### src/rtl/clock_div_pkg.sv
// Shared definitions for the multi-channel clock divider.
// Holds the default counter width, the reset half-period, the half-period
// type, and the helper that sizes the channel-select field.
package clock_div_pkg;

  localparam int CW_DEFAULT       = 16;
  localparam int DEF_HALF_DEFAULT = 1;

  typedef logic [CW_DEFAULT-1:0] half_t;

  // A single-channel build still needs a 1-bit select port.
  function automatic int sel_width(input int ch);
    return (ch > 1) ? $clog2(ch) : 1;
  endfunction

endpackage

### src/rtl/clock_div_chan.sv
// One divider channel: half-period counter, active and shadow half-period
// registers, the divided output, and an optional rising-edge tick.
// The tick flop exists only when CLKDIV_TICK_EN is defined; otherwise the
// tick output is tied low.
module clock_div_chan
  import clock_div_pkg::*;
#(
  parameter int CW       = CW_DEFAULT,
  parameter int DEF_HALF = DEF_HALF_DEFAULT
) (
  input  logic          clk,
  input  logic          reset,
  input  logic          en,
  input  logic          wr,
  input  logic [CW-1:0] wr_half,
  output logic          clk_out,
  output logic          tick
);

  localparam logic [CW-1:0] ONE   = CW'(1);
  localparam logic [CW-1:0] RST_H = CW'(DEF_HALF);

  logic [CW-1:0] cnt;
  logic [CW-1:0] half;
  logic [CW-1:0] shadow;
  logic          stopped;
  logic          boundary;
  logic          stopping;

  // Decode the channel condition: stopped, at a wrap point, or about to stop.
  always_comb begin
    stopped  = (half == '0);
    boundary = !stopped && (cnt == half - ONE);
    stopping = (shadow == '0);
  end

  // Shadow register takes every write, even while the channel is frozen.
  always_ff @(posedge clk) begin
    if (reset) begin
      shadow <= RST_H;
    end else if (wr) begin
      shadow <= wr_half;
    end
  end

  // Counter, active half-period and output; half only changes at a wrap
  // or while stopped, so no half-period is ever cut short.
  always_ff @(posedge clk) begin
    if (reset) begin
      cnt     <= '0;
      half    <= RST_H;
      clk_out <= 1'b0;
    end else if (en) begin
      if (stopped) begin
        half <= shadow;
        cnt  <= '0;
      end else if (boundary) begin
        half    <= shadow;
        cnt     <= '0;
        clk_out <= stopping ? 1'b0 : ~clk_out;
      end else begin
        cnt <= cnt + ONE;
      end
    end
  end

`ifdef CLKDIV_TICK_EN
  logic rise;
  logic tick_q;

  // A rise happens at a running wrap while the output is low.
  always_comb begin
    rise = en && boundary && !stopping && !clk_out;
  end

  // Register the rise so tick lines up with the cycle clk_out is high.
  always_ff @(posedge clk) begin
    if (reset) begin
      tick_q <= 1'b0;
    end else begin
      tick_q <= rise;
    end
  end

  assign tick = tick_q;
`else
  assign tick = 1'b0;
`endif

endmodule

### src/rtl/clock_div_multi.sv
// Multi-channel programmable clock divider (top).
// Decodes cfg_sel into per-channel write strobes and fans out clk, reset
// and en to CH independent clock_div_chan instances. Select values at or
// above CH match no channel and are dropped.
// Optional feature macro: CLKDIV_TICK_EN (per-channel rising-edge tick).
module clock_div_multi
  import clock_div_pkg::*;
#(
  parameter  int CH       = 4,
  parameter  int CW       = CW_DEFAULT,
  parameter  int DEF_HALF = DEF_HALF_DEFAULT,
  localparam int SELW     = sel_width(CH)
) (
  input  logic            clk,
  input  logic            reset,
  input  logic            en,
  input  logic            cfg_we,
  input  logic [SELW-1:0] cfg_sel,
  input  logic [CW-1:0]   cfg_half,
  output logic [CH-1:0]   clk_out,
  output logic [CH-1:0]   tick
);

  for (genvar i = 0; i < CH; i++) begin : g_chan
    logic wr;

    assign wr = cfg_we && (cfg_sel == SELW'(i));

    clock_div_chan #(
      .CW       (CW),
      .DEF_HALF (DEF_HALF)
    ) u_chan (
      .clk     (clk),
      .reset   (reset),
      .en      (en),
      .wr      (wr),
      .wr_half (cfg_half),
      .clk_out (clk_out[i]),
      .tick    (tick[i])
    );
  end

endmodule
### config.mk
export PLATFORM = sky130hd
export DESIGN_NAME = clock_div_multi
export DESIGN_NICKNAME = d
export VERILOG_FILES = /design/src/rtl/clock_div_pkg.sv /design/src/rtl/clock_div_chan.sv /design/src/rtl/clock_div_multi.sv
export SDC_FILE = /design/constraint.sdc
export NUM_CORES = 1
export LEC_CHECK = 0
export ABC_AREA = 1
export CORE_MARGIN = 2
export CORE_UTILIZATION = 63
export CTS_CLUSTER_DIAMETER = 50
export CTS_CLUSTER_SIZE = 10
export DETAILED_ROUTE_END_ITERATION = 8
export PLACE_DENSITY = 0.79
export SLEW_MARGIN = 5
export SYNTH_ARGS = -nofsm -noshare
export SYNTH_HDL_FRONTEND = slang
export SYNTH_SLANG_ARGS = --single-unit
export TNS_END_PERCENT = 20
### constraint.sdc
create_clock -name clk -period 2.4 [get_ports clk]
set_input_delay 0.48 -clock clk [delete_from_list [all_inputs] [get_ports clk]]
set_output_delay 0.48 -clock clk [all_outputs]
set_load 0.02 [all_outputs]
==> flow_summary.html <==
<table>
<tr><th>Metric</th><th>Value</th></tr>
<tr><th colspan="2">Critical path</th></tr>
<tr><td>Slowest cell on crit path</td><td>sky130_fd_sc_hd__dfxtp_1</td></tr>
<tr><td>Worst EP arrival</td><td>between 2000 and 3000 ps</td></tr>
<tr><td>Maximum fanout along the worst path</td><td>8</td></tr>
<tr><td>R2r worst-path depth</td><td>17</td></tr>
<tr><td>Sort of element at the end of the critical path</td><td>flop</td></tr>
<tr><td>Worst reg2reg path endpoint</td><td>g_chan[3].u_chan.cnt[12]</td></tr>
<tr><td>Slowest stage delay, CP</td><td>around 370 ps</td></tr>
<tr><td>End point of the critical path</td><td>g_chan[3].u_chan.cnt[12]</td></tr>
<tr><td>Category of the critical setup timing path</td><td>reg -&gt; reg</td></tr>
<tr><td>Endpoint required time on the critical path</td><td>roughly 2700 ps</td></tr>
<tr><td>Launch instance of the worst register-to-register path</td><td>g_chan[3].u_chan.half[0]</td></tr>
<tr><td>Setup crit start</td><td>g_chan[3].u_chan.half[0]</td></tr>
<tr><td>R2R Setup Slk</td><td>roughly 150 ps</td></tr>
<tr><td>CP Cell Sequence</td><td>inv_1 &gt; ha_1 &gt; inv_1 &gt; nand2_1 &gt; nand2_1 &gt; nor2_1 &gt; nand2_1 &gt; nor2_1 &gt; nand3_1 &gt; nor2_1 &gt; nand2_1 &gt; nor2_4 &gt; nand2_2 &gt; nand2_4 &gt; nand2_4 &gt; nand2_8 &gt; nor2_1</td></tr>
<tr><td>Worst setup SP type</td><td>flop</td></tr>
<tr><th colspan="2">Global routing</th></tr>
<tr><td>Initial antenna violation count</td><td>0</td></tr>
<tr><td>Global Route Usage Sum</td><td>28.88%</td></tr>
<tr><td>Largest net degree at the start of global routing</td><td>86</td></tr>
<tr><td>Number of global-route vias before repair</td><td>about 10,000</td></tr>
<tr><td>Residual overflow from global routing</td><td>0</td></tr>
<tr><td>Global-route wire length before repair</td><td>around 47,000 um</td></tr>
<tr><th colspan="2">Yosys</th></tr>
<tr><td>Count of distinct cell types in the synthesized netlist</td><td>between 40 and 50</td></tr>
<tr><td>Total of flip-flops plus latches after synthesis</td><td>between 150 and 200</td></tr>
<tr><td>Mapped Avg Cell Area</td><td>6.374 um2</td></tr>
<tr><td>Synthesized cell area</td><td>~11,000 um2</td></tr>
<tr><td>Primary FF master, synth</td><td>sky130_fd_sc_hd__dfxtp_1</td></tr>
<tr><td>Share of async-settable or async-resettable flops after synthesis</td><td>0%</td></tr>
<tr><td>Register area share after synthesis</td><td>about a third</td></tr>
<tr><td>Yosys Warn Count</td><td>0</td></tr>
<tr><td>Cells after synthesis</td><td>1,797</td></tr>
<tr><td>Number of enable-type register cells in the synthesized netlist</td><td>0</td></tr>
<tr><th colspan="2">Placed design</th></tr>
<tr><td>Final RePlAce weighted congestion</td><td>0.9359</td></tr>
<tr><td>DP Wirelength</td><td>a little over 20,000 um</td></tr>
<tr><td>Number of port buffers</td><td>25</td></tr>
<tr><td>Post-Place Worst Slack</td><td>approximately 130 ps</td></tr>
<tr><td>Placed cell area</td><td>~12,000 um2</td></tr>
<tr><th colspan="2">Detailed routing</th></tr>
<tr><td>Via density per instance</td><td>approximately 5.4</td></tr>
<tr><td>First-pass iteration count of the detailed router</td><td>5</td></tr>
<tr><td>Post-DR wirelength/cell</td><td>~14 um</td></tr>
<tr><td>Via count</td><td>10,980</td></tr>
<tr><td>Final wirelength</td><td>~28,000 um</td></tr>
<tr><td>Remaining design rule violation count</td><td>0</td></tr>
<tr><td>Antenna-violating nets left</td><td>0</td></tr>
<tr><td>Violation count after the first detailed-route iteration</td><td>758</td></tr>
<tr><th colspan="2">Floorplan</th></tr>
<tr><td>Placement row count</td><td>around 50</td></tr>
<tr><td>Area of the core</td><td>between 15,000 and 20,000 um2</td></tr>
<tr><td>Total die area</td><td>between 15,000 and 20,000 um2</td></tr>
<tr><td>Starting density of the core</td><td>roughly 64%</td></tr>
<tr><td>Horiz. Die Dim</td><td>between 100 and 150 um</td></tr>
<tr><td>Number of top-level pins</td><td>30</td></tr>
<tr><td>Die boundary height</td><td>approximately 140 um</td></tr>
<tr><th colspan="2">Hold path</th></tr>
<tr><td>Min-Delay Startpoint</td><td>g_chan[3].u_chan.shadow[11]</td></tr>
<tr><td>Hold WC Path Type</td><td>reg -&gt; reg</td></tr>
<tr><th colspan="2">Power and ir drop</th></tr>
<tr><td>Cell leakage power</td><td>around 5.6 nW</td></tr>
<tr><td>Worst ir drop on vdd</td><td>approximately 0.61 mV</td></tr>
<tr><td>Pwr per Cell Area</td><td>~1100 nW/um2</td></tr>
<tr><th colspan="2">CTS</th></tr>
<tr><td>Number of buffers inserted for hold repair after clock tree synthesis</td><td>0</td></tr>
<tr><td>Clock Tree Buf Depth</td><td>2</td></tr>
<tr><td>Clock buffers created by TritonCTS</td><td>17</td></tr>
<tr><td># H-tree levels</td><td>4</td></tr>
<tr><td>TritonCTS clock tree</td><td>built</td></tr>
<tr><td>Later-pin clock latency in the skew report</td><td>440 ps</td></tr>
<tr><td>CTS clock-pin slew for the worst setup and hold paths</td><td>~70 ps</td></tr>
<tr><td>Sink Count</td><td>~200</td></tr>
<tr><td>Root cell of the clock tree</td><td>sky130_fd_sc_hd__clkbuf_16</td></tr>
<tr><th colspan="2">Timing</th></tr>
<tr><td>Number of slew-limit violations in the final report</td><td>0</td></tr>
<tr><td>Fin Clk Skew</td><td>about 9.2 ps</td></tr>
<tr><td>Tcrit/Tclk final</td><td>a little over nine tenths</td></tr>
<tr><td>Final Hold Fails</td><td>0</td></tr>
<tr><td>Worst slack on hold paths</td><td>471.3 ps</td></tr>
<tr><td>Final-layout setup total negative slack</td><td>0 ps</td></tr>
<tr><td>Relative max-transition margin</td><td>between 50% and 60%</td></tr>
<tr><td>Actual slew at the worst max-slew pin</td><td>roughly 750 ps</td></tr>
<tr><td>Achievable frequency</td><td>~450 MHz</td></tr>
<tr><td>Slack of the critical path</td><td>between 150 and 200 ps</td></tr>
<tr><td># setup viols final</td><td>0</td></tr>
<tr><td>Min Tclk post-route</td><td>~2200 ps</td></tr>
<tr><th colspan="2">Finish</th></tr>
<tr><td>Utilization after layout</td><td>roughly 71%</td></tr>
<tr><td>Area of the multi-input gates</td><td>6491 um2</td></tr>
<tr><td>Antenna diode count</td><td>0</td></tr>
<tr><td>Share of post-route cells with drive strength above 1</td><td>approximately 8.3%</td></tr>
<tr><td>Number of inserted filler cells in the final layout</td><td>about 1,500</td></tr>
<tr><td>Sequential Area</td><td>3925 um2</td></tr>
<tr><td>Relative area change from synthesis to final layout</td><td>10.25%</td></tr>
<tr><td>Number of nets at the end of the flow</td><td>about 1,800</td></tr>
<tr><td>Fin area</td><td>between 10,000 and 15,000 um2</td></tr>
<tr><th colspan="2">Outcome</th></tr>
<tr><td>Result of the run</td><td>completed</td></tr>
<tr><th colspan="2">Run</th></tr>
<tr><td>Number of maximum-capacitance constraint violations</td><td>0</td></tr>
</table>
[routing by layer]
| metal | wire length (um) | GRT usage, % | share of wire (%) |
|---|---|---|---|
| met1 | 12410 | 37.07 | 44 |
| met2 | 13290 | 48.77 | 47 |
| met3 | 1333 | 4.593 | 4.8 |
| met4 | 953 | 11.64 | 3.4 |
| met5 | 0 | 0 | 0 |
[repair_timing]
item / 4_1_cts / 5_1_grt
setup endpoints to repair: 0 / 118
gates resized for setup: 0 / 22
buffers inserted: 0 / 3
[Yosys cell counts, types with 2 or more instances]
library cell,n,area share [%]
sky130_fd_sc_hd__nor4_1,17,0.93
sky130_fd_sc_hd__and2_1,2,0.11
sky130_fd_sc_hd__a21oi_1,87,3.8
sky130_fd_sc_hd__nor3_1,19,0.83
sky130_fd_sc_hd__clkbuf_1,29,0.95
sky130_fd_sc_hd__o21ai_1,3,0.13
sky130_fd_sc_hd__nand2_4,6,0.59
sky130_fd_sc_hd__nand2_1,439,14
sky130_fd_sc_hd__buf_1,8,0.26
sky130_fd_sc_hd__or4_1,2,0.13
sky130_fd_sc_hd__nor4_2,2,0.22
sky130_fd_sc_hd__ha_1,8,0.87
sky130_fd_sc_hd__or2_2,4,0.22
sky130_fd_sc_hd__nor2_1,305,10
sky130_fd_sc_hd__xor2_1,44,3.4
sky130_fd_sc_hd__buf_6,6,0.59
sky130_fd_sc_hd__nand2_2,10,0.55
sky130_fd_sc_hd__o211ai_1,2,0.13
sky130_fd_sc_hd__xor2_2,2,0.28
sky130_fd_sc_hd__o21ai_0,88,3.8
sky130_fd_sc_hd__nand3_2,7,0.61
sky130_fd_sc_hd__inv_1,204,6.7
sky130_fd_sc_hd__nor3_2,4,0.35
sky130_fd_sc_hd__nand4_1,33,1.8
sky130_fd_sc_hd__inv_2,8,0.26
sky130_fd_sc_hd__nor2_4,5,0.49
sky130_fd_sc_hd__dfxtp_1,196,34
sky130_fd_sc_hd__buf_2,5,0.22
sky130_fd_sc_hd__nand3b_1,7,0.46
sky130_fd_sc_hd__nor2_2,27,1.5
sky130_fd_sc_hd__buf_4,14,0.92
sky130_fd_sc_hd__xnor2_1,23,1.8
sky130_fd_sc_hd__nand3_1,167,7.3
[worst max-delay path: cells and delay by family (launching register included)]
kind,cells,cell delay (ps)
AND/OR/NAND/NOR,14,1310
flip-flops,1,370
adder cells (fa/ha/maj),1,310
buffers and inverters,2,140
[power by group]
| group | switching, mW | leakage (nW) | internal, mW |
|---|---|---|---|
| sequential | 0.416 | 1.59 | 3.63 |
| combinational | 4.09 | 3.73 | 2.32 |
| clock | 1.29 | 0.305 | 1.87 |
| total | 5.80 | 5.63 | 7.83 |
[cells by family (layout without fill, tap and decap cells)]
kind of cell,after synthesis,in the layout,share of synthesized area (%)
AO/OA/AOI/OAI,186,186,8.400
XOR/XNOR,69,69,5.407
adder cells (fa/ha/maj),8,8,0.8739
buffers and inverters,277,292,10.16
flip-flops,196,196,34.25
other,1,4,0.03274
AND/OR/NAND/NOR,1060,1062,40.87
[through the flow]
stage          cells  total power [mW]
2_1_floorplan   1800             9.055
3_3_place_gp    2011             10.04
3_5_place_dp    2011             10.15
4_1_cts         2041             13.36
5_1_grt         2046             14.66
6_report        2046             13.63
[placed cells by master (no fill, tap or decap), types with 3 or more instances in the layout]
cell,count
sky130_fd_sc_hd__nand4_1,33
sky130_fd_sc_hd__buf_4,20
sky130_fd_sc_hd__nand2_4,7
sky130_fd_sc_hd__ha_1,5
sky130_fd_sc_hd__conb_1,4
sky130_fd_sc_hd__xnor2_1,23
sky130_fd_sc_hd__buf_12,4
sky130_fd_sc_hd__clkbuf_16,17
sky130_fd_sc_hd__nor2_4,7
sky130_fd_sc_hd__a21oi_1,87
sky130_fd_sc_hd__nand3_2,8
sky130_fd_sc_hd__nor2_1,303
sky130_fd_sc_hd__o21ai_1,3
sky130_fd_sc_hd__nand3_1,166
sky130_fd_sc_hd__xor2_1,43
sky130_fd_sc_hd__inv_2,9
sky130_fd_sc_hd__clkdlybuf4s50_1,24
sky130_fd_sc_hd__nand2_2,11
sky130_fd_sc_hd__o21ai_0,88
sky130_fd_sc_hd__nand3b_1,7
sky130_fd_sc_hd__nor4_1,17
sky130_fd_sc_hd__bufinv_16,5
sky130_fd_sc_hd__nand2_1,437
sky130_fd_sc_hd__dfxtp_1,195
sky130_fd_sc_hd__inv_1,203
sky130_fd_sc_hd__clkinvlp_4,3
sky130_fd_sc_hd__nor2_2,27
sky130_fd_sc_hd__or2_2,4
sky130_fd_sc_hd__nor3_2,3
sky130_fd_sc_hd__nor3_1,18
sky130_fd_sc_hd__xor2_2,3
[how the worst min path moves through the flow]
stage / to / slack (ps) / cells after the start
floorplan: g_chan[1].u_chan.shadow[15] / 440 / 2
global placement: g_chan[1].u_chan.shadow[2] / 450 / 2
global route: g_chan[1].u_chan.shadow[3] / 500 / 2
finish: g_chan[3].u_chan.shadow[11] / 470 / 2
CTS: g_chan[3].u_chan.shadow[11] / 470 / 2
detailed placement: g_chan[3].u_chan.shadow[3] / 460 / 2
[registers in the layout (all words and copies together), names as in the netlist]
name / flops
g_chan.u_chan.shadow: 64
g_chan.u_chan.half: 64
g_chan.u_chan.cnt: 64
g_chan.u_chan.clk_out: 4
[area by class of cell]
| class | count | area share (%) |
|---|---|---|
| inverter | 213 | 6.341 |
| clock buffer | 18 | 3.478 |
| timing repair buffer | 49 | 3.815 |
| sequential | 196 | 31.08 |
| clock inverter | 12 | 1.615 |
| multi-input combinational | 1329 | 51.40 |
| tap | 229 | 2.269 |
Note: power is estimated with default switching activity, not from simulation.
